## src/rtl/despread_pkg.sv

```systemverilog
// Shared constants and types for the receive despread/unpack path.
// SPREAD_DEFAULT/CODE_DEFAULT must match the transmit Spread instance.
package despread_pkg;

   localparam int SPREAD_DEFAULT = 24;
   localparam logic [SPREAD_DEFAULT-1:0] CODE_DEFAULT = 24'hF35AC6;
   localparam int BYTE_W = 8;

   typedef enum logic {
      IDLE,
      TRACK
   } state_t;

   // Accumulator width that holds SPREAD signed chips without overflow.
   function automatic int acc_width(input int soft_w, input int spread);
      return soft_w + $clog2(spread) + 1;
   endfunction

endpackage

```

## src/rtl/chip_correlator.sv

```systemverilog
// Correlates groups of SPREAD soft chips against the spreading code and
// decides one bit on the last chip of each group (combinational decision).
module chip_correlator #(
   parameter int SOFT_W = 12,
   parameter int SPREAD = 24,
   parameter logic [SPREAD-1:0] CODE = '0,
   parameter int ACC_W = 18
) (
   input  logic                     i_clk,
   input  logic                     i_reset,
   input  logic signed [SOFT_W-1:0] i_chip,
   input  logic                     i_valid,
   input  logic                     i_restart,
   output logic                     o_bit,
   output logic                     o_bit_valid
);

   localparam int CNT_W = $clog2(SPREAD);
   localparam logic [CNT_W-1:0] LAST = CNT_W'(SPREAD - 1);

   logic [CNT_W-1:0]        chip_cnt;
   logic [CNT_W-1:0]        chip_idx;
   logic                    code_bit;
   logic signed [ACC_W-1:0] acc;
   logic signed [ACC_W-1:0] chip_ext;
   logic signed [ACC_W-1:0] term;
   logic signed [ACC_W-1:0] sum;

   // A restart chip is always chip 0, regardless of where the count stood.
   always_comb begin
      chip_idx    = i_restart ? '0 : chip_cnt;
      code_bit    = CODE[LAST - chip_idx];
      chip_ext    = {{(ACC_W - SOFT_W){i_chip[SOFT_W-1]}}, i_chip};
      term        = code_bit ? -chip_ext : chip_ext;
      sum         = (chip_idx == '0) ? term : acc + term;
      o_bit       = sum[ACC_W-1];
      o_bit_valid = i_valid && (chip_idx == LAST);
   end

   always_ff @(posedge i_clk) begin
      if (i_reset) begin
         acc      <= '0;
         chip_cnt <= '0;
      end else if (i_valid) begin
         acc      <= sum;
         chip_cnt <= (chip_idx == LAST) ? '0 : chip_idx + 1'b1;
      end
   end

endmodule

```

## src/rtl/despread_unpack.sv

```systemverilog
// Receive despreader: correlates soft chips into bits, packs them MSB-first
// into words and presents each word on a valid/ready output.
module despread_unpack
   import despread_pkg::*;
#(
   parameter int SOFT_W = 12,
   parameter int SPREAD = SPREAD_DEFAULT,
   parameter logic [SPREAD-1:0] CODE = CODE_DEFAULT,
   parameter int OUT_W = BYTE_W
) (
   input  logic                     i_clk,
   input  logic                     i_reset,
   input  logic signed [SOFT_W-1:0] i_chip,
   input  logic                     i_valid,
   input  logic                     i_sof,
   output logic [OUT_W-1:0]         o_data,
   output logic                     o_valid,
   input  logic                     i_ready,
   output logic                     o_overflow,
   output logic                     o_locked
);

   localparam int ACC_W = acc_width(SOFT_W, SPREAD);
   localparam int BC_W = $clog2(OUT_W);
   localparam logic [BC_W-1:0] LAST_BIT = BC_W'(OUT_W - 1);

   state_t           state;
   logic [OUT_W-2:0] shreg;
   logic [BC_W-1:0]  bit_cnt;

   logic             accept;
   logic             restart;
   logic             bit_dec;
   logic             bit_valid;
   logic [BC_W-1:0]  eff_cnt;
   logic [OUT_W-2:0] eff_sh;
   logic [OUT_W-1:0] word;
   logic             word_done;

   chip_correlator #(
      .SOFT_W (SOFT_W),
      .SPREAD (SPREAD),
      .CODE   (CODE),
      .ACC_W  (ACC_W)
   ) u_corr (
      .i_clk       (i_clk),
      .i_reset     (i_reset),
      .i_chip      (i_chip),
      .i_valid     (accept),
      .i_restart   (restart),
      .o_bit       (bit_dec),
      .o_bit_valid (bit_valid)
   );

   // A resync drops the partial word before the current bit is packed.
   always_comb begin
      accept    = i_valid && ((state == TRACK) || i_sof);
      restart   = i_valid && i_sof;
      eff_cnt   = restart ? '0 : bit_cnt;
      eff_sh    = restart ? '0 : shreg;
      word      = {eff_sh, bit_dec};
      word_done = bit_valid && (eff_cnt == LAST_BIT);
   end

   always_ff @(posedge i_clk) begin
      if (i_reset) begin
         state      <= IDLE;
         o_locked   <= 1'b0;
         shreg      <= '0;
         bit_cnt    <= '0;
         o_data     <= '0;
         o_valid    <= 1'b0;
         o_overflow <= 1'b0;
      end else begin
         if (state == IDLE && i_valid && i_sof) begin
            state    <= TRACK;
            o_locked <= 1'b1;
         end

         if (accept) begin
            if (bit_valid) begin
               shreg   <= word[OUT_W-2:0];
               bit_cnt <= word_done ? '0 : eff_cnt + 1'b1;
            end else if (restart) begin
               shreg   <= '0;
               bit_cnt <= '0;
            end
         end

         // A completed word wins the register if the slot is free or freeing.
         if (word_done) begin
            if (!o_valid || i_ready) begin
               o_data  <= word;
               o_valid <= 1'b1;
            end else begin
               o_overflow <= 1'b1;
            end
         end else if (o_valid && i_ready) begin
            o_valid <= 1'b0;
         end
      end
   end

endmodule

```

## config.mk

```make
export PLATFORM = sky130hd
export DESIGN_NAME = despread_unpack
export DESIGN_NICKNAME = d
export VERILOG_FILES = /design/src/rtl/despread_pkg.sv /design/src/rtl/chip_correlator.sv /design/src/rtl/despread_unpack.sv
export SDC_FILE = /design/constraint.sdc
export NUM_CORES = 1
export LEC_CHECK = 0
export BUFFER_PORTS_ARGS = -buffer_cell sky130_fd_sc_hd__buf_2
export CAP_MARGIN = 20
export CORE_AREA = 2 2 88 90
export DETAILED_ROUTE_END_ITERATION = 8
export DIE_AREA = 0 0 90 92
export SLEW_MARGIN = 20
export SYNTH_ARGS = -nofsm -noshare
export SYNTH_HDL_FRONTEND = slang
export SYNTH_HIERARCHICAL = 1
export SYNTH_SLANG_ARGS = --single-unit
```

## constraint.sdc

```tcl
create_clock -name i_clk -period 5.5 [get_ports i_clk]
set_input_delay 1.375 -clock i_clk [delete_from_list [all_inputs] [get_ports i_clk]]
set_output_delay 1.375 -clock i_clk [all_outputs]
set_load 0.01 [all_outputs]
```

==> results.toml, run 1 <==
[run_status]
status = "completed"

[timing]
finalHoldViolCount = 0
slew_headroom = 0.477
fin_skew_ns = 0.00327
fmax_ghz = 0.196
final.min_clock_period_ns = 5.10
rsz0062_at_grt = "false"
worst_slew_pin_slew_ns = 0.784
holdWs_ns = 0.474
period_share = 0.928
drv_slew = 0
setup_viol_count_final = 0
finalSetupTns_ns = 0

[clock_network]
htree_levels = 2
clock-root-buffer = "clkbuf_8"
clk_latency_ns = 0.31
clk_pin_slew_worst_paths_ns = 0.09
clock_sinks = 44
clk_path_buf_depth = 2
cts_tree = "done"
cts_buffers = 5

[yosys]
ys_top_cells_by_area = "dfxtp_1, ha_1, a21oi_1"
syn_inst = 394
synth_top_cell_by_area = "dfxtp_1"
synth_top_area_frac = 0.277
async_reset_ff_frac = 0
synth_nets = 434
yosys_warnings = 6
ys.flop_type = "dfxtp_1"
ys_seq_area_frac = 0.277
synth_commonest_cells = "dfxtp_1, nor2_1, a21oi_1, nand2_1, o21ai_0"
synth-seq-cells = 44
syn_avg_cell_area_sq_um = 8.07
yosys.cell_count.top_type = "dfxtp_1"
synth_edf_count = 0
ys_types = 61
syn_area_sq_um = 3180

[power]
power.density_nw_per_um2 = 228
total_power_uw = 816
vdd_drop_max_mv = 0.114
power.leakage_nw = 1.50

[grt]
overflow = 0
grt_pass1_wl_mm = 13.0
grt_max_degree = 40
grtUsageTotal = 0.190
antenna_found_initial = 0
first_global_vias = 2799

[finish]
nets = 461
syn2layout_area_growth_pct = 12.4
fin_cells = 524
final_util = 0.480
antenna_cells = 0
drive_gt1_frac = 0.149
num-fill-cells = 797

[critical_path]
path_max_fanout = 9
required_ns = 5.74
arrival_ns = 5.35
worst_setup_path_start_kind = "input port"
crit_path_end_kind = "register"
startpoint = "i_valid"
regToRegStartpoint = "u_corr/chip_cnt[3]"
critical_path_class = "input port to register"

[placed_design]
dp_hpwl_mm = 5.56
dpl.cell_count = 516
gp_congestion = 0.847
numPortBuffers = 27

[die]
die_area_sq_um = 8280
initial_core_util = 0.427
std_cell_rows = 32
ios = 28
die_h_microns = 92
core-area_sq_um = 7450
die-width_microns = 90

[min_path]
hp-start = "o_data[2]"
min_path_type = "register to register"

[drt]
routed_via_density = 5.63
drt_iter0_markers = 111
vias = 2952
postRouteAntennaNets = 0
wirelength_mm = 7.59
drt_first_pass_iters = 4
remaining_drc_errors = 0
wl_per_cell_microns = 14.5

[run]
drv_cap = 0
metal layers:
layer / part of all wire / track usage / wire [microns]
met5: 0 / 0 / 0
met4: 0.024 / 0.0756 / 184
met3: 0.025 / 0.0288 / 187
met2: 0.47 / 0.323 / 3580
met1: 0.48 / 0.242 / 3640
cell type report:
type | instances | area [sq um] | share of cell area
multi-input combinational | 321 | 2190 | 0.614
sequential | 44 | 881 | 0.246
timing repair buffer | 37 | 210 | 0.0588
tap | 102 | 128 | 0.0357
clock buffer | 5 | 68.8 | 0.0193
clock inverter | 3 | 46.3 | 0.0130
inverter | 12 | 45.0 | 0.0126
timing repair:
action	CTS	global route
hold buffers	0	0
resized for setup	0	2
setup endpoints to repair	0	2
buffers inserted	0	0
cells in the final DEF (no fill, tap or decap), drive strengths merged, types with 4 or more instances in the layout:
| cell type | count |
|---|---|
| o21a | 4 |
| inv | 13 |
| a21oi | 37 |
| nor4 | 5 |
| nor2b | 10 |
| a22o | 8 |
| xor2 | 11 |
| buf | 37 |
| o31ai | 4 |
| ha | 22 |
| nand4 | 8 |
| clkbuf | 5 |
| xnor2 | 14 |
| nor2 | 44 |
| o21ai | 26 |
| dfxtp | 44 |
| a211oi | 7 |
| nand2 | 30 |
| nand2b | 4 |
| a311oi | 8 |
| nor3 | 11 |
| nand3 | 7 |
| a21o | 11 |
| nor3b | 5 |
| and2 | 6 |
metrics by stage:
step	setup WS, ns	instance area (sq um)
floorplan	0.337	3180
global placement	0.0722	3450
detailed placement	-0.00928	3450
CTS	0.299	3570
global route	0.0620	3570
finish	0.397	3570
critical path: stages:
cell,delay [ns]
buf_2,0.16
nand2_1,0.09
inv_1,0.21
nand2b_1,0.19
ha_1,0.26
o21bai_1,0.15
and3b_1,0.22
a21oi_4,0.29
o21ai_0,0.19
xnor2_1,0.19
ha_1,0.39
and4_1,0.26
nand4_1,0.12
o32a_1,0.34
o21ai_1,0.23
xnor2_1,0.17
nor2_1,0.07
xnor2_1,0.20
o21ai_0,0.11
o2bb2ai_1,0.12
flip-flops by register name, summed over array words and instances (netlist names):
register and cells:
shreg 7, bit_cnt 3, u_corr/acc 18, state 1, o_valid 1, u_corr/chip_cnt 5
o_data 8, o_overflow 1
kinds of logic after synthesis:
family,count (synthesis),synth area share
compound gates,128,0.272
xor+xnor,25,0.0688
flops,44,0.277
fa+ha+maj,23,0.0928
simple gates,142,0.240
buf+inv,29,0.0358
mux,3,0.0134
worst paths after layout:
path / endpoint / slack [ns] / cells after the start
setup / recovery: shreg[0] / 0.40 / 20
hold reg to reg: o_data[2] / 0.47 / 2
setup reg to reg: shreg[0] / 1.45 / 17
hold / removal: o_data[2] / 0.47 / 2
power breakdown:
group | internal [mW] | switching (mW) | leakage, nW | total [mW]
Sequential | 0.331 | 0.00901 | 0.358 | 0.340
Clock | 0.137 | 0.129 | 0.0548 | 0.266
Combinational | 0.0869 | 0.123 | 1.08 | 0.209
Total | 0.555 | 0.261 | 1.50 | 0.816
Power figures use the tool's default switching activity.
==> run 2: changes to the inputs <==
BUFFER_PORTS_ARGS = -buffer_cell sky130_fd_sc_hd__clkbuf_2   (was -buffer_cell sky130_fd_sc_hd__buf_2)
CORE_AREA = 3 3 89 91   (was 2 2 88 90)
DIE_AREA = 0 0 92 94   (was 0 0 90 92)
clock period = 5.6 ns   (was 5.5 ns; I/O delays follow)
==> run 2 against run 1 <==
Against the previous run:
- final cell count down 0.76%
- via count about the same
- non-clock buffer count shrank 1
- utilization increased by 1.4 points
- combinational power about the same
- global-route usage fell by 0.82 points
- worst setup slack better by 0.055 ns
- clock skew up 0.0073 ns
- hold slack about the same
- sequential share of layout area up 0.069 points
- critical endpoint unchanged
- first-iteration DRC count is 14% higher
- register-to-register slack hardly changed
==> results.toml, run 2 (synthesis results as in run 1) <==
[timing]
fmax_ghz = 0.194
rsz0062_at_grt = "false"
final.min_clock_period_ns = 5.15
period_share = 0.919
fin_skew_ns = 0.0105
finalHoldViolCount = 0
drv_slew = 0
finalSetupTns_ns = 0
slew_headroom = 0.408
worst_slew_pin_slew_ns = 0.888
holdWs_ns = 0.473
setup_viol_count_final = 0

[die]
ios = 28
die_h_microns = 94
core-area_sq_um = 7210
std_cell_rows = 31
initial_core_util = 0.441
die-width_microns = 92
die_area_sq_um = 8650

[clock_network]
cts_tree = "done"
clock_sinks = 44
cts_buffers = 5
htree_levels = 2
cts-resized-gates = 0
clock-root-buffer = "clkbuf_8"
cts_hold_buf = 0
postCtsSetupRepairBufs = 0
clk_pin_slew_worst_paths_ns = 0.10
clk_path_buf_depth = 2
clk_latency_ns = 0.30

[drt]
remaining_drc_errors = 0
routed_via_density = 5.68
postRouteAntennaNets = 0
drt_iter0_markers = 127
vias = 2954
wl_per_cell_microns = 14.8
wirelength_mm = 7.69
drt_first_pass_iters = 4

[finish]
antenna_cells = 0
reg_top3 = "u_corr/acc: 18 flops, o_data: 8 flops, shreg: 7 flops"
largest_reg_flops = 18
syn2layout_area_growth_pct = 12.0
fin_area_sq_um = 3560
fin_cells = 520
drive_gt1_frac = 0.150
layout_common_cells = "dfxtp_1, nor2_1, a21oi_1"
largest-register = "u_corr/acc"
num-fill-cells = 730
nets = 460
final_common_cell = "dfxtp_1"

[critical_path]
cp_slowest_cell = "ha_1"
required_ns = 5.84
rrSetupSlack_ns = 1.45
critPathMaxStageDelay_ns = 0.41
crit_path_end_kind = "register"
timing.critical_path.mode_cell = "xnor2_1"
path_delay_family = "compound AO/OA/AOI/OAI gates"
cp_cell_sequence = "clkbuf_2 > nand2_1 > inv_1 > nand2b_1 > ha_1 > o21bai_1 > and3b_1 > a21oi_4 > o21ai_0 > xnor2_1 > ha_1 > and4_1 > nand4_1 > o32a_1 > o21ai_1 > xnor2_1 > nor2_1 > xnor2_1 > o21ai_0 > o2bb2ai_1"
reg2reg_depth = 17
worst_setup_path_start_kind = "input port"
path_max_fanout = 8
r2r-end = "shreg[0]"
arrival_ns = 5.39
regToRegStartpoint = "u_corr/chip_cnt[3]"
worst-path-buf-inv = 2
critical_path_class = "input port to register"

[power]
total_power_uw = 803
power.leakage_nw = 1.48
power.density_nw_per_um2 = 225
vdd_drop_max_mv = 0.165

[run]
drv_cap = 0

[placed_design]
gp_congestion = 0.842
place_area_sq_um = 3440
dpl.cell_count = 512
dp_hpwl_mm = 5.60
numPortBuffers = 27

[grt]
antenna_found_initial = 0
grt_max_degree = 40
first_global_vias = 2734
overflow = 0
grtUsageTotal = 0.182
grt_pass1_wl_mm = 12.9

[run_status]
status = "completed"

[min_path]
hp-start = "o_overflow"
holdPathEnd = "o_overflow"
min_path_type = "register to register"
min_path_cells = 2
[run 2: cell count changes in the layout (fill, tap and decap cells not counted), sizes merged]
| cell | before | now |
|---|---|---|
| buf | 37 | 9 |
| clkbuf | 5 | 32 |
[run 2: how the worst max path moves through the flow]
stage,start,to,depth (start not counted)
after floorplan,i_sof,shreg[0],21
after global placement,i_sof,shreg[0],20
after detailed placement,i_sof,o_data[0],21
after CTS,i_sof,shreg[0],21
after global routing,i_sof,shreg[0],20
final,i_sof,shreg[0],20
[run 2: area by class of cell]
type	instances	area, sq um	share of cell area
well taps	99	124	0.0348
inverters	12	45.0	0.0126
multi-input cells	321	2200	0.616
clock inverters	3	46.3	0.0130
clock buffers	5	68.8	0.0193
repair buffers	36	203	0.0569
flip-flops and latches	44	881	0.247
[run 2: tightest hold or removal path: stages, from the launching register on]
cell     delay [ns]
dfxtp_1        0.33
a21oi_1        0.04
nor2_1         0.07
[run 2: stage by stage]
step,setup slack [ns],util
detailed placement,0.110,0.477
floorplan,0.412,-
CTS,0.396,0.493
global route,0.0299,0.494
global placement,0.147,0.477
finish,0.452,0.494
[run 2: report_power, final]
group	switching, mW	total, mW	internal [mW]
clock	0.127	0.262	0.135
sequential	0.00885	0.334	0.326
combinational	0.122	0.206	0.0842
[run 2: layer usage]
layer	GRT usage	vias to the layer above	routed length (microns)	share of wire
met1	0.251	1399	3880	0.51
met5	0	-	0	0
met2	0.295	41	3500	0.46
met3	0.0256	7	218	0.028
li1	-	1507	-	-
met4	0.0520	0	83	0.011
==> run 3: changes to the inputs <==
clock period = 6.5 ns   (was 5.6 ns; I/O delays follow)
==> run 3 against run 2 <==
Against the previous run:
- hold slack improved by 0.0047 ns
- register-to-register slack improved by 0.74 ns
- power decreased by 12%
- sequential cell count unchanged
- final cell count decreased by 1.3%
- largest power group unchanged
==> results.toml, run 3 (synthesis results as in run 1) <==
[min_path]
hp-start = "o_data[6]"
min_path_type = "register to register"
min_path_cells = 2
holdPathEnd = "o_data[6]"

[die]
die_area_sq_um = 8650
die-width_microns = 92
die_h_microns = 94
ios = 28
std_cell_rows = 31
core-area_sq_um = 7210
initial_core_util = 0.441

[placed_design]
numPortBuffers = 27
dp_hpwl_mm = 5.35
gp_congestion = 0.850
place_ws_ns = 0.274
place_area_sq_um = 3400

[clock_network]
htree_levels = 2
cts_buffers = 5
clock-root-buffer = "clkbuf_8"
clk_pin_slew_worst_paths_ns = 0.09
cts_tree = "done"
clk_latency_ns = 0.30
cts-resized-gates = 0
cts_hold_buf = 0
clk_path_buf_depth = 2
postCtsSetupRepairBufs = 0
clock_sinks = 44

[timing]
finalHoldViolCount = 0
slew_headroom = 0.403
finalSetupTns_ns = 0
final.min_clock_period_ns = 5.93
rsz0062_at_grt = "false"
worst_slew_pin_slew_ns = 0.896
holdWs_ns = 0.478
fin_ws_ns = 0.566
fmax_ghz = 0.169
drv_slew = 0
fin_skew_ns = 0.0108
setup_viol_count_final = 0
period_share = 0.913

[finish]
fin_area_sq_um = 3520
antenna_cells = 0
final_common_cell = "dfxtp_1"
drive_gt1_frac = 0.130
layout_common_cells = "dfxtp_1, nor2_1, a21oi_1"
num-fill-cells = 746
syn2layout_area_growth_pct = 10.8
nets = 454
largest-register = "u_corr/acc"
reg_top3 = "u_corr/acc: 18 flops, o_data: 8 flops, shreg: 7 flops"
largest_reg_flops = 18

[grt]
grtUsageTotal = 0.177
gr-usage-met3 = 0.0345
first_global_vias = 2679
grt_pass1_wl_mm = 12.4
use_met1 = 0.239
grt-busiest-layer = "met2"
overflow = 0
grt_max_degree = 40
antenna_found_initial = 0
use_met2 = 0.284

[power]
power.leakage_nw = 1.47
internal_power_uw = 502
combinationalPowerShare = 0.242
vdd_drop_max_mv = 0.0805
power.density_nw_per_um2 = 201
p_sw_frac = 0.294
switching_power_uw = 208
clock_power_share = 0.351
pwr-share-seq = 0.406

[drt]
wl_per_cell_microns = 14.7
routed_via_density = 5.65
drt_iter0_markers = 129
wirelength_mm = 7.56
vias = 2900
drt_first_pass_iters = 4
remaining_drc_errors = 0
postRouteAntennaNets = 0

[run]
drv_cap = 0

[critical_path]
regToRegStartpoint = "u_corr/chip_cnt[0]"
arrival_ns = 6.15
worst_setup_path_start_kind = "input port"
required_ns = 6.71
path_max_fanout = 11
r2r-end = "o_data[0]"
critical_path_class = "input port to register"
rrSetupSlack_ns = 2.19
crit_path_end_kind = "register"
reg2reg_depth = 17

[run_status]
status = "completed"
-- run 3: cell types whose count changed in the layout (fill, tap and decap cells not counted) --
cell	change
inv_6	-1
mux2i_2	-1
clkinvlp_4	-1
o21ai_1	-1
o21ai_0	+1
a21oi_2	-1
mux2i_1	+1
bufinv_16	+1
a21oi_1	+1
buf_4	-6
-- run 3: power by group through the flow --
stage	clock network [mW]	logic [mW]	registers, mW
2_1_floorplan	0	0.132	0.293
3_3_place_gp	0	0.168	0.295
3_5_place_dp	0	0.170	0.295
4_1_cts	0.260	0.171	0.288
5_1_grt	0.269	0.193	0.290
6_report	0.249	0.172	0.289
-- run 3: final cells by class --
| cell class | count | area (sq um) | share of cell area |
|---|---|---|---|
| Multi-Input combinational cell | 321 | 2190 | 0.621 |
| Sequential cell | 44 | 881 | 0.250 |
| Timing Repair Buffer | 30 | 158 | 0.0447 |
| Tap cell | 99 | 124 | 0.0351 |
| Clock buffer | 5 | 68.8 | 0.0195 |
| Clock inverter | 2 | 60.1 | 0.0170 |
| Inverter | 12 | 45.0 | 0.0128 |
-- run 3: worst max-delay path by stage --
| stage | start | endpoint | slack (ns) | cells after the start |
|---|---|---|---|---|
| 2_1_floorplan | i_sof | shreg[0] | 1.09 | 21 |
| 3_3_place_gp | i_sof | shreg[0] | 0.41 | 20 |
| 3_5_place_dp | i_sof | shreg[0] | 0.27 | 20 |
| 4_1_cts | i_sof | o_data[0] | 0.58 | 19 |
| 5_1_grt | i_sof | shreg[0] | 0.14 | 20 |
| 6_report | i_sof | o_data[0] | 0.57 | 20 |
-- run 3: metrics by stage --
| step | std cells | total power [mW] | util |
|---|---|---|---|
| after floorplan | 394 | 0.425 | - |
| after global placement | 506 | 0.463 | 0.471 |
| after detailed placement | 506 | 0.465 | 0.471 |
| after CTS | 513 | 0.719 | 0.489 |
| after global routing | 513 | 0.752 | 0.489 |
| final | 513 | 0.710 | 0.489 |
-- run 3: critical path, cell delays in order --
cell and delay (ns):
clkbuf_2 0.15, nand2_1 0.28, inv_1 0.25, nor2b_1 0.27, ha_1 0.30, nor2b_1 0.14
o21ai_1 0.35, a21o_1 0.32, nor2_1 0.08, xor2_1 0.20, ha_1 0.31, and3_1 0.18
a221oi_1 0.47, o32a_1 0.24, o21ai_0 0.20, xnor2_1 0.20, nor2_1 0.06, xnor2_1 0.26
nand3_1 0.10, a21oi_1 0.13
-- run 3: metal layers --
| layer | vias up | share of wire |
|---|---|---|
| met5 | - | 0 |
| met4 | 0 | 0.013 |
| met3 | 11 | 0.041 |
| met2 | 46 | 0.44 |
| met1 | 1359 | 0.50 |
| li1 | 1484 | - |
